$ cat src/rtl/jk_bank_sequencer.sv
`timescale 1ns/1ps
// -----------------------------------------------------------------------------
// jk_bank_sequencer
//
// A WIDTH-bit bank of JK cells driven by a small command sequencer. A command
// ({J,K} plus a bit mask) is captured when requested from IDLE. It is then
// applied to all masked bits in one cycle (APPLY) or to one bit per cycle, LSB
// first (SWEEP). Completion is signalled by a one-cycle pulse in DONE.
//
// Handshake: iReq is a level. The requester holds it until it sees oAck high
// and drops it in that same cycle. A request is accepted at a rising edge
// while the FSM is in IDLE. All command inputs, including iReq, are ignored
// from acceptance until the FSM is back in IDLE.
//
// Ports
//   iClk     clock, rising edge only
//   iRst_n   asynchronous active-low reset
//   iClr     synchronous clear/abort, highest synchronous priority
//   iReq     command request (level, held until oAck)
//   iCmd     {J,K}: 00 hold, 01 clear, 10 set, 11 toggle
//   iMask    bits the command applies to (1 = affected)
//   iSweep   0 = all masked bits at once, 1 = one bit per cycle, LSB first
//   oQ       current JK bank state
//   oBusy    high in every state except IDLE (registered)
//   oAck     one-cycle completion pulse (registered)
//   oState   FSM state for debug/observation (0 IDLE, 1 APPLY, 2 SWEEP, 3 DONE)
// -----------------------------------------------------------------------------
module jk_bank_sequencer #(
    parameter int WIDTH = 8
) (
    input  logic             iClk,
    input  logic             iRst_n,
    input  logic             iClr,
    input  logic             iReq,
    input  logic [1:0]       iCmd,
    input  logic [WIDTH-1:0] iMask,
    input  logic             iSweep,
    output logic [WIDTH-1:0] oQ,
    output logic             oBusy,
    output logic             oAck,
    output logic [1:0]       oState
);

    localparam int IDXW = $clog2(WIDTH);
    localparam logic [IDXW-1:0] LAST_IDX = IDXW'(WIDTH - 1);

    typedef enum logic [1:0] {
        IDLE  = 2'd0,
        APPLY = 2'd1,
        SWEEP = 2'd2,
        DONE  = 2'd3
    } state_t;

    state_t            state, state_nxt;
    logic [WIDTH-1:0]  q, q_nxt;
    logic [IDXW-1:0]   idx, idx_nxt;
    logic [1:0]        cmd_q;
    logic [WIDTH-1:0]  mask_q;
    logic              capture;
    logic [WIDTH-1:0]  apply_mask;
    logic              busy_q, ack_q;

    // The apply mode is not kept in a separate register: once captured, it is
    // fully encoded by whether the FSM sits in APPLY or SWEEP.
    always_comb begin
        state_nxt  = state;
        idx_nxt    = idx;
        capture    = 1'b0;
        apply_mask = '0;
        q_nxt      = q;

        case (state)
            IDLE: begin
                if (iReq) begin
                    capture   = 1'b1;
                    idx_nxt   = '0;
                    state_nxt = iSweep ? SWEEP : APPLY;
                end
            end
            APPLY: begin
                apply_mask = mask_q;
                state_nxt  = DONE;
            end
            SWEEP: begin
                // Only the current index may change; masked-off bits still
                // consume their cycle so the sweep length is always WIDTH.
                for (int i = 0; i < WIDTH; i++) begin
                    apply_mask[i] = mask_q[i] && (idx == IDXW'(i));
                end
                if (idx == LAST_IDX) begin
                    idx_nxt   = '0;
                    state_nxt = DONE;
                end else begin
                    idx_nxt = idx + 1'b1;
                end
            end
            DONE: begin
                state_nxt = IDLE;
            end
            default: begin
                state_nxt = IDLE;
            end
        endcase

        // JK rule per selected cell.
        for (int i = 0; i < WIDTH; i++) begin
            if (apply_mask[i]) begin
                case (cmd_q)
                    2'b01:   q_nxt[i] = 1'b0;
                    2'b10:   q_nxt[i] = 1'b1;
                    2'b11:   q_nxt[i] = ~q[i];
                    default: q_nxt[i] = q[i];
                endcase
            end
        end

        // Clear overrides everything, including a same-cycle request in IDLE.
        if (iClr) begin
            state_nxt = IDLE;
            idx_nxt   = '0;
            q_nxt     = '0;
            capture   = 1'b0;
        end
    end

    always_ff @(posedge iClk or negedge iRst_n) begin
        if (!iRst_n) begin
            state  <= IDLE;
            q      <= '0;
            idx    <= '0;
            cmd_q  <= '0;
            mask_q <= '0;
            busy_q <= 1'b0;
            ack_q  <= 1'b0;
        end else begin
            state <= state_nxt;
            q     <= q_nxt;
            idx   <= idx_nxt;
            if (iClr) begin
                cmd_q  <= '0;
                mask_q <= '0;
            end else if (capture) begin
                cmd_q  <= iCmd;
                mask_q <= iMask;
            end
            // Registered from the next state so both flags line up with the
            // state they describe and never glitch.
            busy_q <= (state_nxt != IDLE);
            ack_q  <= (state_nxt == DONE);
        end
    end

    assign oQ     = q;
    assign oBusy  = busy_q;
    assign oAck   = ack_q;
    assign oState = state;

endmodule

$ cat config.mk
export PLATFORM = sky130hd
export DESIGN_NAME = jk_bank_sequencer
export DESIGN_NICKNAME = d
export VERILOG_FILES = /design/src/rtl/jk_bank_sequencer.sv
export SDC_FILE = /design/constraint.sdc
export NUM_CORES = 1
export LEC_CHECK = 0
export CAP_MARGIN = 10
export CORE_MARGIN = 2
export CORE_UTILIZATION = 45
export CTS_CLUSTER_DIAMETER = 100
export DETAILED_ROUTE_END_ITERATION = 12
export MAX_ROUTING_LAYER = met4
export PLACE_DENSITY = 0.7
export SLEW_MARGIN = 10
export SYNTH_ARGS = -nofsm -noshare
export SYNTH_HDL_FRONTEND = slang
export SYNTH_SLANG_ARGS = --single-unit
$ cat constraint.sdc
create_clock -name iClk -period 3 [get_ports iClk]
set_input_delay 0.75 -clock iClk [delete_from_list [all_inputs] [get_ports iClk]]
set_output_delay 0.75 -clock iClk [all_outputs]
set_load 0.05 [all_outputs]
==> results of run 1 <==
## state kept, by name (all words and copies together) (netlist names)
name,cells
oAck,1
oBusy,1
oState,2
cmd_q,2
mask_q,8
idx,3
oQ,8
## cell usage in the layout (no fill, tap or decap), types with 2 or more instances in the layout
master / count
clkdlybuf4s50_1: 26
buf_4: 2
a311oi_2: 3
ha_1: 11
inv_1: 12
nand2_1: 25
a31o_2: 3
nor2_1: 2
o2111ai_1: 3
nor3_1: 4
dfrtp_1: 25
clkbuf_4: 3
nor2b_1: 4
a41oi_1: 4
nand4b_1: 2
and3b_1: 3
nand2b_1: 6
mux2i_1: 5
and3_4: 3
o21bai_1: 4
a21oi_1: 17
## cells by family after synthesis
logic type	Yosys count	share of synthesized area
compound gates	41	0.199
fa+ha+maj	11	0.0899
buf+inv	23	0.0727
flops	25	0.408
mux	5	0.0327
simple gates	54	0.197
## per-layer routing
layer,track usage,wire length (µm),vias to the layer above
li1,-,-,595
met1,0.250,1530,590
met2,0.281,1510,26
met3,0.0163,133,2
met4,0.0417,19,0
met5,-,0,-
## worst max path at each step
stage                   start        end  slack [ns]  depth (start not counted)
global placement         iClr       oAck        0.78                          3
global route        oState[1]  oState[1]        0.59                          1
finish              oState[1]  oState[1]        0.68                          1
CTS                 oState[0]  oState[0]        0.67                          1
detailed placement       iClr       oAck        0.71                          3
floorplan           oState[0]      oQ[0]        1.20                          6
## stage by stage
step	utilization	setup WS [ns]	area (µm²)	power [µW]
floorplan	-	1.20	1530	876
global placement	0.543	0.777	1800	1000
detailed placement	0.543	0.707	1800	1020
CTS	0.551	0.667	1820	1170
global route	0.551	0.589	1820	1240
finish	0.551	0.676	1820	1170
## worst min-delay path, delay by kind of cell (launching register included)
kind / cells / cell delay [ns]
AO/OA/AOI/OAI: 1 / 0.05
flip-flops: 1 / 0.40
AND/OR/NAND/NOR: 1 / 0.06
## final cells by class
cell class                      instances  area [µm²]  area share
Clock buffer                            4        26.3      0.0144
Inverter                               12        45.0      0.0247
Multi-Input combinational cell        111         795       0.436
Sequential cell                        25         626       0.343
Tap cell                               46        57.6      0.0316
Timing Repair Buffer                   28         275       0.151
## where the power goes
part	internal [µW]	switching (µW)
Clock	51.9	101
Combinational	203	377
Sequential	390	43.2
Total	645	521
==> results.sh, run 1 <==
export IMPL_vias=1213
export IMPL_seq_area_frac_synth=0.408
export IMPL_ctsResizeCount=0
export IMPL_final_nets=207
export IMPL_clk_pin_slew_ns=0.14
export IMPL_nFillCells=317
export IMPL_critPathMaxFanout=4
export IMPL_fin_cells=226
export IMPL_synthFlopType="dfrtp_1"
export IMPL_skew_ns=0.00190
export IMPL_powerDensity_nw_per_um2=639
export IMPL_drc=0
export IMPL_drv_slew=0
export IMPL_leakage_uw=0.000806
export IMPL_worst_setup_path_end_kind="primary output"
export IMPL_start_util=0.463
export IMPL_routedWlPerCell_um=14.2
export IMPL_postCtsSetupBuffers=0
export IMPL_path_buf_inv=1
export IMPL_path_cells="clkdlybuf4s50_1"
export IMPL_synth_area_per_cell_um2=9.63
export IMPL_cts_sinks=25
export IMPL_die_w_um=62.3
export IMPL_yosysTopAreaCellShare=0.408
export IMPL_tightest_slew_ns=0.744
export IMPL_holdPathStages=2
export IMPL_slowest_stage="clkdlybuf4s50_1"
export IMPL_r2r_start="oState[0]"
export IMPL_hp_class="flop to flop"
export IMPL_dieArea_um2=3890
export IMPL_synth_area_leader_cell="dfrtp_1"
export IMPL_netlist_instances=159
export IMPL_area_growth_pct=19.1
export IMPL_cts_tree="yes"
export IMPL_die_y_um=62.3
export IMPL_cts_hold_buf=0
export IMPL_slew_headroom=0.503
export IMPL_drv_cap=0
export IMPL_syn_area_um2=1530
export IMPL_synth_fp_nets=185
export IMPL_period_share=0.775
export IMPL_cp_required_ns=2.25
export IMPL_grt_pass1_wl_mm=5.39
export IMPL_regToRegSetupSlack_ns=1.29
export IMPL_cp_start_kind="flop"
export IMPL_antenna_cells=0
export IMPL_drive_gt1_frac=0.0889
export IMPL_finalHoldViolCount=0
export IMPL_place_gp_congestion=0.741
export IMPL_ys_types=35
export IMPL_setup_viol=0
export IMPL_insertion_delay_ns=0.31
export IMPL_grt_overflow=0
export IMPL_critical_path_class="flop to primary output"
export IMPL_yosysWarnings=0
export IMPL_antenna_found_initial=0
export IMPL_fin_tns_setup_ns=0
export IMPL_path_delay_family="buffers and inverters"
export IMPL_critPathMaxStageDelay_ns=0.83
export IMPL_grt_max_degree=26
export IMPL_synth_seq_cells=25
export IMPL_rows=21
export IMPL_ir_worst_vdd_v=0.000298
export IMPL_whs_ns=0.537
export IMPL_htreeDepth=1
export IMPL_first_pass_iters=4
export IMPL_max_freq_ghz=0.430
export IMPL_status="finished, final reports clean"
export IMPL_core_area_um2=3310
export IMPL_numPortBuffers=26
export IMPL_hold_path_end="mask_q[7]"
export IMPL_dp_hpwl_mm=2.31
export IMPL_synth_common_cells="dfrtp_1, nand2_1, a21oi_1"
export IMPL_cts_buffers_inserted=3
export IMPL_final_antenna_net_count=0
export IMPL_io_pins=27
export IMPL_clk_path_buf_depth=2
export IMPL_synth_top_cells_by_area="dfrtp_1, ha_1, nand2_1"
export IMPL_grtUsageTotal=0.178
export IMPL_async_reset_ff_frac=1.00
export IMPL_vias_per_cell=5.37
export IMPL_dp_cells=222
export IMPL_wl_mm=3.20
export IMPL_cts_root_buf="clkbuf_4"
export IMPL_drtIter0Drc=49
export IMPL_min_delay_start="mask_q[7]"
export IMPL_rsz0062_at_grt="no"
export IMPL_reg2reg_to="oAck"
export IMPL_rr_worst_depth=5
export IMPL_grt_pass1_vias=1108
export IMPL_crit_arrival_ns=1.57
export IMPL_synth_edf_count=0
export IMPL_fin_crit_ns=2.32
Note: power is estimated with default switching activity, not from simulation.
==> inputs of run 2 (changes only) <==
--- a/config.mk
+++ b/config.mk
@@ -11,7 +11,7 @@
 export CTS_CLUSTER_DIAMETER = 100
 export DETAILED_ROUTE_END_ITERATION = 12
 export MAX_ROUTING_LAYER = met4
-export PLACE_DENSITY = 0.7
+export PLACE_DENSITY = 0.73
 export SLEW_MARGIN = 10
 export SYNTH_ARGS = -nofsm -noshare
 export SYNTH_HDL_FRONTEND = slang
==> constraint.sdc (replaced) <==
create_clock -name iClk -period 1.9 [get_ports iClk]
set_input_delay 0.475 -clock iClk [delete_from_list [all_inputs] [get_ports iClk]]
set_output_delay 0.475 -clock iClk [all_outputs]
set_load 0.05 [all_outputs]
==> run 2 against run 1 <==
Power rose by 58%. Clock skew grew 0.011 ns. Setup slack lost 0.51 ns. Critical path type is now flop to flop. Count of clock-buffer cells in the layout stayed put.
==> results.sh, run 2 (synthesis gave the netlist of run 1 again) <==
export IMPL_status="finished, final reports clean"
export IMPL_reg2reg_to="oAck"
export IMPL_fin_crit_ns=1.74
export IMPL_vias_per_cell=5.36
export IMPL_place_ws_ns=0.0807
export IMPL_cp_required_ns=2.16
export IMPL_wl_mm=3.34
export IMPL_slew_headroom=0.725
export IMPL_grt_max_degree=26
export IMPL_dp_hpwl_mm=2.47
export IMPL_leakage_uw=0.000837
export IMPL_cts_root_buf="clkbuf_4"
export IMPL_cts_buffers_inserted=3
export IMPL_skew_ns=0.0131
export IMPL_period_share=0.915
export IMPL_die_w_um=62.3
export IMPL_area_growth_pct=18.3
export IMPL_numPortBuffers=26
export IMPL_p_sw_uw=828
export IMPL_cts_hold_buf=0
export IMPL_drv_cap=0
export IMPL_insertion_delay_ns=0.32
export IMPL_antenna_cells=0
export IMPL_drv_slew=0
export IMPL_finalHoldViolCount=0
export IMPL_critPathMaxFanout=13
export IMPL_hp_class="input pin to asynchronous set/reset pin"
export IMPL_grt_pass1_vias=1187
export IMPL_rows=21
export IMPL_grt_pass1_wl_mm=5.52
export IMPL_io_pins=27
export IMPL_drtIter0Drc=54
export IMPL_tightest_slew_ns=0.413
export IMPL_cp_start_kind="flop"
export IMPL_powerDensity_nw_per_um2=1010
export IMPL_critical_path_class="flop to flop"
export IMPL_grt_overflow=0
export IMPL_start_util=0.463
export IMPL_clockPowerShare=0.133
export IMPL_max_freq_ghz=0.575
export IMPL_worst_setup_path_end_kind="flop"
export IMPL_rr_worst_depth=5
export IMPL_crit_start="oState[0]"
export IMPL_drc=0
export IMPL_fin_tns_setup_ns=0
export IMPL_cts_tree="yes"
export IMPL_drive_gt1_frac=0.170
export IMPL_regToRegSetupSlack_ns=0.16
export IMPL_p_int_uw=1010
export IMPL_rsz0062_at_grt="no"
export IMPL_setup_slack_ns=0.161
export IMPL_ir_worst_vdd_v=0.000518
export IMPL_grtUsageTotal=0.179
export IMPL_first_pass_iters=4
export IMPL_place_gp_congestion=0.776
export IMPL_die_y_um=62.3
export IMPL_cts_sinks=25
export IMPL_r2r_start="oState[0]"
export IMPL_crit_arrival_ns=1.99
export IMPL_dieArea_um2=3890
export IMPL_vias=1221
export IMPL_cp_endpoint="oAck"
export IMPL_core_area_um2=3310
export IMPL_routedWlPerCell_um=14.6
export IMPL_final_antenna_net_count=0
export IMPL_htreeDepth=1
export IMPL_antenna_found_initial=0
export IMPL_setup_viol=0
export IMPL_seq_power_share=0.377
export IMPL_clk_path_buf_depth=2
export IMPL_sw_frac_of_total=0.451
export IMPL_layout_common_cells="nand2_1, dfrtp_1, a21oi_1, buf_4, clkdlybuf4s50_1"
export IMPL_p_comb_frac=0.491
export IMPL_final_nets=209
export IMPL_clk_pin_slew_ns=0.14
run 2: final cells by class:
class	count	area (µm²)
Timing Repair Buffer	30	260
Sequential cell	25	626
Tap cell	46	57.6
Clock buffer	4	26.3
Multi-Input combinational cell	111	797
Inverter	12	45.0
Fill cell	320	1500
run 2: worst min-delay path by stage:
stage               from         to  slack, ns  cells past startpoint
3_5_place_dp   mask_q[7]  mask_q[7]       0.52                      2
3_3_place_gp   mask_q[7]  mask_q[7]       0.52                      2
4_1_cts           iRst_n     idx[2]       0.50                      2
5_1_grt           iRst_n     idx[1]       0.52                      2
6_report          iRst_n     idx[1]       0.48                      2
2_1_floorplan     iRst_n   cmd_q[0]       0.18                      0
run 2: critical path, cell delays in order, from the launching register on:
cell,delay [ns]
dfrtp_1,0.45
inv_1,0.09
ha_1,0.55
nor2_1,0.07
a311o_1,0.36
nor3_1,0.14
run 2: power by group through the flow:
stage                     logic [µW]  registers, µW  clock network [µW]
after floorplan                  567            816                   0
after global placement           866            693                   0
after detailed placement         900            701                   0
after CTS                        905            689                 253
after global routing             992            702                 264
final                            901            692                 244
run 2: stage by stage:
stage                     std cells  utilization  total power [µW]  hold WS [ns]  area [µm²]
final                           228        0.547              1840         0.483        1810
after global routing            228        0.547              1960         0.523        1810
after CTS                       228        0.546              1850         0.497        1810
after detailed placement        224        0.539              1600         0.516        1780
after global placement          224        0.539              1560         0.517        1780
after floorplan                 159            -              1380         0.179        1530
run 2: timing repair:
action                     4_1_cts  5_1_grt
resized for setup                0        1
buffers inserted                 0        0
setup endpoints to repair        0        1
run 2: layer usage:
| layer | part of all wire | global-route usage | routed length (µm) | up-vias |
|---|---|---|---|---|
| met5 | 0 | - | 0 | - |
| met4 | 0.016 | 0.0556 | 52 | 0 |
| met3 | 0.027 | 0.0217 | 90 | 6 |
| met2 | 0.50 | 0.304 | 1670 | 20 |
| met1 | 0.46 | 0.226 | 1520 | 590 |
| li1 | - | - | - | 605 |
